## src/rtl/sram_boot_loader.sv

```systemverilog
// Boot preloader for byte-lane SRAM banks: packs a byte stream into words,
// writes them from address 0, optionally verifies a byte sum, then hands off.
module sram_boot_loader #(
  parameter int LANES  = 4,
  parameter int ADDR_W = 9,
  parameter int DEPTH  = 512,
  parameter int VERIFY = 1
) (
  input  logic                      clk,
  input  logic                      rst,
  input  logic                      start,
  input  logic [ADDR_W:0]           load_words,
  input  logic                      in_valid,
  input  logic [7:0]                in_data,
  output logic                      in_ready,
  output logic                      busy,
  output logic                      cpu_hold,
  output logic                      done,
  output logic                      error,
  input  logic [LANES-1:0]          cpu_cen,
  input  logic [LANES-1:0]          cpu_gwen,
  input  logic [8*LANES-1:0]        cpu_wen,
  input  logic [8*LANES-1:0]        cpu_d,
  input  logic [ADDR_W*LANES-1:0]   cpu_a,
  output logic [8*LANES-1:0]        cpu_q,
  output logic [LANES-1:0]          mem_cen,
  output logic [LANES-1:0]          mem_gwen,
  output logic [8*LANES-1:0]        mem_wen,
  output logic [8*LANES-1:0]        mem_d,
  output logic [ADDR_W*LANES-1:0]   mem_a,
  input  logic [8*LANES-1:0]        mem_q
);

  localparam int IW = (LANES > 1) ? $clog2(LANES) : 1;
  localparam logic [IW-1:0] LAST = IW'(LANES - 1);
  localparam logic [ADDR_W:0] DEPTH_W = (ADDR_W + 1)'(DEPTH);

  typedef enum logic [2:0] {
    S_IDLE, S_LOAD, S_WRITE, S_VRD, S_DONE, S_ERR
  } state_t;

  state_t                  state_q, state_d;
  logic [IW-1:0]           idx_q, idx_d;
  logic [LANES-1:0][7:0]   lane_q, lane_d;
  logic [ADDR_W:0]         addr_q, addr_d;
  logic [ADDR_W:0]         n_q, n_d;
  logic [15:0]             wsum_q, wsum_d;
  logic [15:0]             rsum_q, rsum_d;
  logic [15:0]             qsum;

  logic [LANES-1:0]        ld_cen, ld_gwen;
  logic [8*LANES-1:0]      ld_wen, ld_d;
  logic [ADDR_W*LANES-1:0] ld_a;

  // Byte sum across all lanes of the bank read data.
  always_comb begin
    qsum = '0;
    for (int k = 0; k < LANES; k++) begin
      qsum = qsum + 16'(mem_q[8*k +: 8]);
    end
  end

  // Loader state, byte packing, address and checksum registers.
  always_ff @(posedge clk or negedge rst) begin
    if (!rst) begin
      state_q <= S_IDLE;
      idx_q   <= '0;
      lane_q  <= '0;
      addr_q  <= '0;
      n_q     <= '0;
      wsum_q  <= '0;
      rsum_q  <= '0;
    end else begin
      state_q <= state_d;
      idx_q   <= idx_d;
      lane_q  <= lane_d;
      addr_q  <= addr_d;
      n_q     <= n_d;
      wsum_q  <= wsum_d;
      rsum_q  <= rsum_d;
    end
  end

  // Next-state and loader-side bank drive.
  always_comb begin
    state_d  = state_q;
    idx_d    = idx_q;
    lane_d   = lane_q;
    addr_d   = addr_q;
    n_d      = n_q;
    wsum_d   = wsum_q;
    rsum_d   = rsum_q;
    in_ready = 1'b0;
    ld_cen   = '1;
    ld_gwen  = '1;
    ld_wen   = '1;
    ld_a     = '0;
    ld_d     = '0;
    unique case (state_q)
      S_IDLE, S_DONE, S_ERR: begin
        if (start) begin
          if (load_words == '0) begin
            state_d = S_DONE;
          end else begin
            state_d = S_LOAD;
            n_d     = (load_words > DEPTH_W) ? DEPTH_W : load_words;
            addr_d  = '0;
            idx_d   = '0;
            wsum_d  = '0;
            rsum_d  = '0;
          end
        end
      end
      S_LOAD: begin
        in_ready = 1'b1;
        if (in_valid) begin
          lane_d[idx_q] = in_data;
          wsum_d = wsum_q + 16'(in_data);
          if (idx_q == LAST) begin
            idx_d   = '0;
            state_d = S_WRITE;
          end else begin
            idx_d = idx_q + 1'b1;
          end
        end
      end
      S_WRITE: begin
        ld_cen  = '0;
        ld_gwen = '0;
        ld_wen  = '0;
        ld_d    = lane_q;
        for (int k = 0; k < LANES; k++) begin
          ld_a[ADDR_W*k +: ADDR_W] = addr_q[ADDR_W-1:0];
        end
        idx_d = '0;
        if ((addr_q + 1'b1) == n_q) begin
          addr_d  = '0;
          state_d = (VERIFY != 0) ? S_VRD : S_DONE;
        end else begin
          addr_d  = addr_q + 1'b1;
          state_d = S_LOAD;
        end
      end
      S_VRD: begin
        if (addr_q != n_q) begin
          ld_cen = '0;
          for (int k = 0; k < LANES; k++) begin
            ld_a[ADDR_W*k +: ADDR_W] = addr_q[ADDR_W-1:0];
          end
          addr_d = addr_q + 1'b1;
        end
        if (addr_q != '0) begin
          rsum_d = rsum_q + qsum;
        end
        if (addr_q == n_q) begin
          state_d = (rsum_d == wsum_q) ? S_DONE : S_ERR;
        end
      end
      default: state_d = S_IDLE;
    endcase
  end

  assign busy     = (state_q == S_LOAD) || (state_q == S_WRITE) ||
                    (state_q == S_VRD);
  assign cpu_hold = busy;
  assign done     = (state_q == S_DONE);
  assign error    = (state_q == S_ERR);

  assign mem_cen  = busy ? ld_cen  : cpu_cen;
  assign mem_gwen = busy ? ld_gwen : cpu_gwen;
  assign mem_wen  = busy ? ld_wen  : cpu_wen;
  assign mem_d    = busy ? ld_d    : cpu_d;
  assign mem_a    = busy ? ld_a    : cpu_a;
  assign cpu_q    = mem_q;

endmodule
```

## config.mk

```make
export PLATFORM = sky130hd
export DESIGN_NAME = sram_boot_loader
export DESIGN_NICKNAME = d
export VERILOG_FILES = /design/src/rtl/sram_boot_loader.sv
export SDC_FILE = /design/constraint.sdc
export NUM_CORES = 1
export LEC_CHECK = 0
export ABC_CLOCK_PERIOD_IN_PS = 7500
export CAP_MARGIN = 5
export CORE_MARGIN = 2
export CORE_UTILIZATION = 48
export CTS_CLUSTER_SIZE = 30
export DETAILED_ROUTE_END_ITERATION = 7
export PLACE_DENSITY_LB_ADDON = 0.25
export REMOVE_ABC_BUFFERS = 1
export SLEW_MARGIN = 20
export SYNTH_ARGS = -nofsm -noshare
export SYNTH_HDL_FRONTEND = slang
export SYNTH_SLANG_ARGS = --single-unit
```

## constraint.sdc

```tcl
create_clock -name clk -period 7.5 [get_ports clk]
set_input_delay 2.25 -clock clk [delete_from_list [all_inputs] [get_ports clk]]
set_output_delay 2.25 -clock clk [all_outputs]
set_load 0.03 [all_outputs]
```

==> out/metrics.yaml <==
sta:
  tightest_slew_ns: 1.067
  max-slew-margin-rel_pct: 28.36
  fmax_mhz: 150.3
  post-route-period-util_pct: 88.69
  worst_slack_ns: 0.8482
  holdWs_ns: 0.5093
  hold_viol: 0
  fin_crit_ns: 6.652
  skew_ns: 0.008469
  finalMaxSlewViolations: 0
  rsz0062_at_grt: "false"
  setup_viol_count_final: 0
  setup_tns_ns: 0
logic_synthesis:
  synth_cell_types: 67
  synth_area_leaders: "dfrtp_1, nand2_1, fa_1"
  synth-edff-count: 0
  syn_inst: 913
  synth_area_leader_cell: "dfrtp_1"
  synth_top_area_share_pct: 29.61
  synth_commonest_cells: "nand2_1, nor2_1, inv_1, dfrtp_1, a22o_1"
  synthArstFlopShare_pct: 100.0
  yosysSeqAreaShare_pct: 29.61
  synth.cell_area_um2: 7522
  yosysMostFrequentCell: "nand2_1"
  synth-seq-cells: 89
  avgSynthCellArea_um2: 8.239
  yosys_warnings: 0
  synth-main-ff-cell: "dfrtp_1"
floorplanning:
  die_area_um2: 16690
  row_count: 45
  initial_core_util_pct: 49.30
  ios: 307
  die-width_um: 129.2
  die_h_um: 129.2
  fp.coreArea_um2: 15260
drt:
  vias: 7273
  drt_wl_total_um: 23240
  drt_iter0_drc: 451
  wl_per_cell_um: 16.98
  via_per_inst: 5.313
  ant_nets: 0
  firstDrtPassIters: 6
  drc: 0
cts:
  clock-sinks: 89
  clockBufferDepth: 2
  root_buffer: "clkbuf_16"
  cts_buffers: 9
  cts_tree: "built"
  clock_latency_ns: 0.35
  postCtsSetupRepairBufs: 0
  post_cts_resized: 0
  cts_hold_buf: 0
  clk_pin_slew_ns: 0.07
  ctsHtreeMaxLevel: 3
layout:
  area_growth_pct: 42.68
  fillers: 1226
  layout-drive-gt1-share_pct: 6.304
  nNetsFinal: 1368
  insertedDiodeCount: 0
  final_cell_area_um2: 10730
run:
  max-cap-violations: 0
critical_path:
  path_class: "in -> reg"
  end_kind: "flip-flop"
  r2r_setup_slack_ns: 3.79
  critPathCapture: "state_q[0]"
  r2r_end: "state_q[0]"
  crit_required_ns: 7.74
  cp-startpoint: "mem_q[2]"
  worstPathArrival_ns: 6.89
  crit_path_max_fanout: 7
  rr_worst_depth: 13
  start_kind: "primary input"
  reg2reg_from: "rsum_q[1]"
grt:
  grt_overflow_total: 0
  grt_pass1_wl_um: 36450
  antenna_found_initial: 0
  grt_pass1_vias: 7159
  grt_max_degree: 77
  grt_usage_pct: 28.07
place:
  dpl.hpwl_um: 18350
  routabilityCongestion: 0.9397
  portBuffers: 306
  preCtsSetupSlack_ns: 0.5608
  place_area_um2: 10440
pwr:
  power_mw: 4.032
  vdd_drop_max_v: 0.0002426
  power_density_nw_per_um2: 375.7
  p_leak_nw: 4.824
outcome:
  status: "complete, no violations"
hold_path:
  hold_class: "reg -> reg"
-- sequential cells by signal (all words and copies together), names as in the netlist --
| signal | cells |
|---|---|
| lane_q | 32 |
| wsum_q | 16 |
| rsum_q | 16 |
| addr_q | 10 |
| state_q | 3 |
| idx_q | 2 |
| n_q | 10 |
-- layer usage --
metal	global-route usage, %	up-vias	share of wire [%]
li1	-	3518	-
met5	0	-	0
met2	49.78	276	50
met1	34.23	3439	41
met4	8.248	0	2.4
met3	6.276	40	7.2
-- cell type report --
class                      instances  area, µm²  share of cell area, %
clock buffer                       9      225.2                  2.098
multi-input combinational        651       4508                  42.00
sequential                        89       2227                  20.75
clock inverter                     7      68.82                 0.6412
inverter                          91      341.6                  3.183
timing repair buffer             311       3098                  28.86
tap                              211      264.0                  2.460
-- how the worst min path moves through the flow --
| stage | startpoint | endpoint | slack (ns) | depth (start not counted) |
|---|---|---|---|---|
| floorplan | rsum_q[15] | rsum_q[15] | 0.47 | 1 |
| global placement | rsum_q[6] | rsum_q[6] | 0.49 | 1 |
| detailed placement | lane_q[18] | lane_q[18] | 0.49 | 1 |
| CTS | lane_q[14] | lane_q[14] | 0.51 | 1 |
| global route | lane_q[18] | lane_q[18] | 0.52 | 1 |
| finish | lane_q[18] | lane_q[18] | 0.51 | 1 |
-- report_power, final --
part / leakage (nW) / internal, mW / switching, mW
clock network: 0.146 / 0.236 / 0.222
registers: 1.15 / 0.653 / 0.182
logic: 3.53 / 1.16 / 1.58
-- critical path, stage by stage --
cell	delay, ns
clkdlybuf4s50_1	0.48
inv_1	0.06
fa_1	0.54
inv_1	0.05
fa_1	0.49
inv_1	0.05
fa_1	0.50
inv_1	0.07
fa_1	0.46
a211oi_1	0.37
o21ai_0	0.24
o311ai_1	0.43
nor2_1	0.20
nand3_1	0.15
a211o_1	0.11
nand4_1	0.12
o31a_1	0.31
-- cells by family after synthesis --
group / synth area share (%)
xor+xnor: 6.287
compound gates: 16.08
mux: 5.522
buf+inv: 10.61
fa+ha+maj: 11.21
flops: 29.61
simple gates: 20.68
-- stage by stage --
step                cells  util [%]
finish               1369     70.34
global route         1369     70.34
CTS                  1369     70.32
detailed placement   1353     68.39
global placement     1353     68.39
floorplan             831         -
-- cell usage in the layout (no fill, tap or decap), types with 6 or more instances in the layout --
cell type,n
clkbuf_16,9
nand4_1,10
a21oi_1,21
inv_1,90
a22o_1,51
clkdlybuf4s50_1,305
nand2_1,135
a31oi_1,8
fa_1,24
xor2_1,17
nor3_1,10
or3_1,7
nor2_1,103
mux2_2,32
ha_1,29
o21ai_0,36
buf_4,6
nand3_1,19
nand2b_1,14
dfrtp_1,89
a21o_1,8
o31ai_1,9
xnor2_1,37
o21bai_1,6
(Power assumes the default switching activity.)
